File: config.mk
export PLATFORM = sky130hd
export DESIGN_NAME = reg_file
export DESIGN_NICKNAME = d
export VERILOG_FILES = /design/src/rtl/riscv_pkg.sv /design/src/rtl/reg_read_port.sv /design/src/rtl/reg_file.sv
export SDC_FILE = /design/constraint.sdc
export NUM_CORES = 2
export LEC_CHECK = 0
export ABC_CLOCK_PERIOD_IN_PS = 2700
export CAP_MARGIN = 20
export CORE_ASPECT_RATIO = 0.5
export CORE_UTILIZATION = 57
export DETAILED_ROUTE_END_ITERATION = 6
export PLACE_DENSITY = 0.76
export SLEW_MARGIN = 15
export SYNTH_ARGS = -nofsm -noshare
export SYNTH_HDL_FRONTEND = slang
export SYNTH_SLANG_ARGS = --single-unit
export TNS_END_PERCENT = 30
File: constraint.sdc
create_clock -name clk -period 2.7 [get_ports clk]
set_input_delay 0.54 -clock clk [delete_from_list [all_inputs] [get_ports clk]]
set_output_delay 0.54 -clock clk [all_outputs]
set_load 0.02 [all_outputs]
File: src/rtl/riscv_pkg.sv
// Shared RV32I datapath constants: register-file geometry, ABI register indices
// and the write-request bundle carried from writeback into the register file.
package riscv_pkg;

    localparam int XLEN       = 32;
    localparam int REG_ADDR_W = 5;
    localparam int NUM_REGS   = 32;

    typedef logic [REG_ADDR_W-1:0] reg_addr_t;

    localparam reg_addr_t REG_ZERO = 5'd0;
    localparam reg_addr_t REG_RA   = 5'd1;
    localparam reg_addr_t REG_SP   = 5'd2;
    localparam reg_addr_t REG_GP   = 5'd3;

    typedef struct packed {
        logic            en;
        reg_addr_t       addr;
        logic [XLEN-1:0] data;
    } wr_req_t;

    // x0 is hardwired, so a write to it is dropped before it reaches storage.
    function automatic logic wr_effective(input logic en, input reg_addr_t addr);
        return en && (addr != REG_ZERO);
    endfunction

endpackage

File: src/rtl/reg_read_port.sv
// One combinational register-file read port: index decode, x0 forced to zero,
// and optional same-cycle forwarding of the in-flight write.
module reg_read_port
    import riscv_pkg::*;
#(
    parameter int DATA_W = XLEN,
    parameter bit BYPASS = 1'b0
) (
    input  logic [REG_ADDR_W-1:0] addr,
    input  logic [DATA_W-1:0]     regs [NUM_REGS],
    input  logic                  fwd_vld,
    input  logic [REG_ADDR_W-1:0] fwd_addr,
    input  logic [DATA_W-1:0]     fwd_data,
    output logic [DATA_W-1:0]     data
);

    logic              fwd_hit;
    logic [DATA_W-1:0] stored;

    always_comb begin
        stored  = '0;
        fwd_hit = fwd_vld && (fwd_addr == addr) && (addr != REG_ZERO);
        if (addr != REG_ZERO) begin
            stored = regs[addr];
        end
        data = (BYPASS && fwd_hit) ? fwd_data : stored;
    end

endmodule

File: src/rtl/reg_file.sv
// RV32I integer register file: x1..x31 in flops, x0 reads zero, two operand read
// ports plus a never-forwarded debug port; one write per rising edge.
module reg_file
    import riscv_pkg::*;
#(
    parameter int              DATA_W   = XLEN,
    parameter logic [DATA_W-1:0] SP_RESET = 32'h0000_03FC,
    parameter bit              BYPASS   = 1'b0
) (
    input  logic                  clk,
    input  logic                  rst_n,
    input  logic [REG_ADDR_W-1:0] rs1_addr,
    input  logic [REG_ADDR_W-1:0] rs2_addr,
    output logic [DATA_W-1:0]     rs1_data,
    output logic [DATA_W-1:0]     rs2_data,
    input  logic                  reg_write,
    input  logic [REG_ADDR_W-1:0] rd_addr,
    input  logic [DATA_W-1:0]     rd_data,
    input  logic [REG_ADDR_W-1:0] dbg_addr,
    output logic [DATA_W-1:0]     dbg_data
);

    logic [DATA_W-1:0] regs_q    [1:NUM_REGS-1];
    logic [DATA_W-1:0] regs_d    [1:NUM_REGS-1];
    logic [DATA_W-1:0] regs_view [NUM_REGS];
    wr_req_t           wr;
    logic              fwd_vld;

    always_comb begin
        wr.en   = wr_effective(reg_write, rd_addr);
        wr.addr = rd_addr;
        wr.data = rd_data;
        // A write that reset is about to discard must not be forwarded either.
        fwd_vld = wr.en && rst_n;
    end

    always_comb begin
        regs_d = regs_q;
        for (int i = 1; i < NUM_REGS; i++) begin
            if (wr.en && (wr.addr == REG_ADDR_W'(i))) begin
                regs_d[i] = wr.data;
            end
        end
    end

    always_ff @(posedge clk or negedge rst_n) begin
        if (!rst_n) begin
            for (int i = 1; i < NUM_REGS; i++) begin
                regs_q[i] <= (i == int'(REG_SP)) ? SP_RESET : '0;
            end
        end else begin
            regs_q <= regs_d;
        end
    end

    always_comb begin
        regs_view[0] = '0;
        for (int i = 1; i < NUM_REGS; i++) begin
            regs_view[i] = regs_q[i];
        end
    end

    reg_read_port #(.DATA_W(DATA_W), .BYPASS(BYPASS)) u_rs1 (
        .addr     (rs1_addr),
        .regs     (regs_view),
        .fwd_vld  (fwd_vld),
        .fwd_addr (wr.addr),
        .fwd_data (wr.data),
        .data     (rs1_data)
    );

    reg_read_port #(.DATA_W(DATA_W), .BYPASS(BYPASS)) u_rs2 (
        .addr     (rs2_addr),
        .regs     (regs_view),
        .fwd_vld  (fwd_vld),
        .fwd_addr (wr.addr),
        .fwd_data (wr.data),
        .data     (rs2_data)
    );

    reg_read_port #(.DATA_W(DATA_W), .BYPASS(1'b0)) u_dbg (
        .addr     (dbg_addr),
        .regs     (regs_view),
        .fwd_vld  (fwd_vld),
        .fwd_addr (wr.addr),
        .fwd_data (wr.data),
        .data     (dbg_data)
    );

endmodule
==> impl_metrics.csv <==
group,metric,value,unit
detailed_routing,drt.antenna.violating_nets,0,
critical_path,combined_buffer_and_inverter_count_along_the_critical_path,4,
global_routing,vias_in_the_first_global_route,46500,
critical_path,regToRegStartpoint,"regs_q[576]",
layout,regMostFlops,"regs_q",
critical_path,critical_path.max_stage_delay,0.51,ns
cts,cts_sinks,992,
global_routing,track_usage,0.393,
sta,setup-tns-final,-30.94,ns
critical_path,worst_setup_path_end_kind,"output pin",
synthesis,synth_warnings,0,
power,p_comb_frac,0.310,
layout,final_cell_area,0.0758,mm2
synthesis,post_synthesis_instance_area,0.0608,mm2
detailed_routing,totalWireLength,214,mm
sta,timing.final.setup_violations,96,
critical_path,timing.setup.critical_path_class,"primary input to output pin",
cts,cts.path.max_buffers,3,
cts,number_of_buffers_inserted_during_clock_tree_synthesis,91,
min_path,hold_path.class,"primary input to asynchronous set/reset pin",
sta,finalHoldViolations,0,
sta,slew_headroom,0.543,
cts,htree_num_levels,3,
sta,hold_slack,0.305,ns
floorplanning,floorplan.rows,84,
detailed_routing,vias,46000,
synthesis,share_of_synthesized_area_spent_on_multiplexers,0.496,
floorplanning,fp.dieArea,0.108,mm2
power,share_seq_of_total_power,0.413,
layout,largestRegisters,"regs_q: 992 flops",
layout,drive_above_1_share,0.592,
power,pwr_density_cell,661,mW/mm2
place,io_buffer_count,150,
cts,cts-root-buf,"clkbuf_16",
power,total_power,50100,uW
global_routing,overflow,0,
power,total_switching_power,15400,uW
critical_path,cp-start-kind,"primary input",
power,power_switching_share,0.308,
sta,layout_worst_path_cycle_share,1.20,
sta,clock.fmax,0.309,GHz
layout,areaGrowthSynthToFinish,24.6,%
synthesis,asyncSetResetFlopFracSynth,1.00,
sta,finalWorstPathRequiredPeriod,3.23,ns
synthesis,ys_ff_latch,992,
global_routing,first_pass_grt_wire_length,311,mm
synthesis,netlist.area_leader.share,0.405,
cts,clock_latency_late_sink,0.72,ns
synthesis,ys.flop_type,"dfrtp_1",
synthesis,synth-simple-area-share,0.0183,
sta,fin_ws,-0.533,ns
detailed_routing,drc,16,
synthesis,yosysTopAreaCell,"dfrtp_1",
synthesis,netlist_top_cells_area,"dfrtp_1 (40%), mux4_2 (25%), mux2_2 (16%)",
detailed_routing,routedWlPerCell,34.2,um
floorplanning,chipWidth,464,um
critical_path,crit_path_max_fanout,30,
floorplanning,die-height,233,um
critical_path,worst_path_max_delay_cell,"mux4_2",
synthesis,synth_edf_count,0,
power,pwr-share-clk,0.277,
synthesis,syn_avg_cell_area,14.8,um2
synthesis,synthMostInstantiatedCell,"dfrtp_1",
global_routing,antenna_found_initial,3,
cts,clkSlewWorstSetupHoldPaths,0.06,ns
place,detailed_place_hpwl,141,mm
flow_run,cap_viol_max_count,0,
critical_path,critical_path.cell_chain,"clkbuf_8, buf_12, buf_4, mux4_2, mux4_2, mux2_4, buf_6",
floorplanning,core_area,0.105,mm2
sta,grt_setup_unrepaired,"yes",
critical_path,rrSetupSlack,1.64,ns
power,cell_internal_pwr,34700,uW
critical_path,crit_start,"rs2_addr[1]",
synthesis,synth_fp_nets,4163,
synthesis,synth_cell_type_count,42,
layout,final_net_count,4806,
layout,largest_reg_flops,992,
detailed_routing,first_pass_iters,7,
synthesis,yosysSeqAreaShare,0.408,
synthesis,synth_fa_ha_area_frac,0,
sta,max_slew.worst_pin.slew,0.686,ns
place,post-place-ws,-0.772,ns
sta,slew_viol_final,0,
run_status,failed_checks,"DRC, setup timing",
synthesis,postSynthCellCount,4108,
floorplanning,initial_core_util,0.577,
cts,tritoncts,"done",
detailed_routing,dr.first_iter.drc_count,6387,
place,placedInstanceArea,0.0703,mm2
place,gp_congestion,0.979,
power,vdd_drop_max,493,uV
sta,fin_clk_skew,0,ns
power,leakage,0.0331,uW
synthesis,synth.cells.most_frequent,"dfrtp_1 (984), mux2_2 (862), mux4_2 (683), clkbuf_1 (276), mux2_1 (275)",
critical_path,library_cell_appearing_most_often_on_the_critical_path,"mux4_2",
critical_path,crit_family,"multiplexers",
critical_path,cp.required,2.16,ns
detailed_routing,post_drt_via_cell_ratio,7.35,
synthesis,synth_top_family_by_area,"multiplexers",
critical_path,critPathArrivalTime,2.69,ns
floorplanning,design.portCount,151,
synthesis,synth-xor-area-share,0,
run_status,outcome,"finished, violations left",
global_routing,grt_max_degree,120,
synthesis,synth_compound_area_frac,0.0446,
## through the flow
stage	utilization	std cells
6_report	0.719	6253
5_1_grt	0.719	6249
4_1_cts	0.706	6159
3_5_place_dp	0.667	5958
3_3_place_gp	0.667	5958
2_1_floorplan	-	4108
## area by class of cell
cell class / count / area (um2)
multi-input cells: 2637 / 35000
fillers: 6370 / 29600
flip-flops and latches: 992 / 24800
repair buffers: 1027 / 11100
clock buffers: 131 / 2670
well taps: 1419 / 1780
clock inverters: 39 / 432
diodes: 6 / 15.0
inverters: 2 / 7.51
## placed cells by master, fill, tap and decap left out, types with 77 or more instances in the layout
cell,n
nor2_1,79
mux2_2,848
mux2i_1,162
a22oi_1,77
buf_12,181
buf_6,100
dfrtp_1,983
mux2_1,275
buf_4,629
clkbuf_16,101
mux4_2,683
## routing by layer
layer / global-route usage / wire (um) / vias to the layer above
li1: - / - / 17700
met1: 0.520 / 77300 / 24000
met2: 0.581 / 95100 / 3479
met3: 0.122 / 27800 / 805
met4: 0.218 / 13500 / 0
met5: 0 / 0 / -
## kinds of logic (layout without fill, tap and decap cells)
kind of cell / count (synthesis) / in the layout
buffers and inverters: 479 / 1199
muxes: 2019 / 2019
and+or+nand+nor: 247 / 247
other: 0 / 6
AOI/OAI and AO/OA: 371 / 371
DFF: 992 / 992
## path summary, 6_finish.rpt
check	endpoint	cells after the start
min reg2reg	regs_q[30]	1
min	regs_q[857]	2
max in group asynchronous	regs_q[552]	3
max reg2reg	regs_q[576]	3
min in group clk	regs_q[30]	1
max	rs2_data[8]	7
## power groups by stage
| stage | sequential, uW | combinational, uW | clock [uW] |
|---|---|---|---|
| final | 20700 | 15500 | 13900 |
| after global routing | 21000 | 16300 | 14500 |
| after CTS | 20400 | 14900 | 13900 |
| after floorplan | 19800 | 9580 | 0 |
| after detailed placement | 20600 | 14500 | 0 |
| after global placement | 20300 | 14000 | 0 |
## timing repair
item	in CTS	in global routing
resized for setup	481	117
endpoints found under the setup margin	96	96
endpoints found under the hold margin	19	0
hold buffers	1	0
buffers inserted	29	80
cloned	3	9
pin swaps	76	39
No activity file was read; power rests on OpenSTA's default activity.
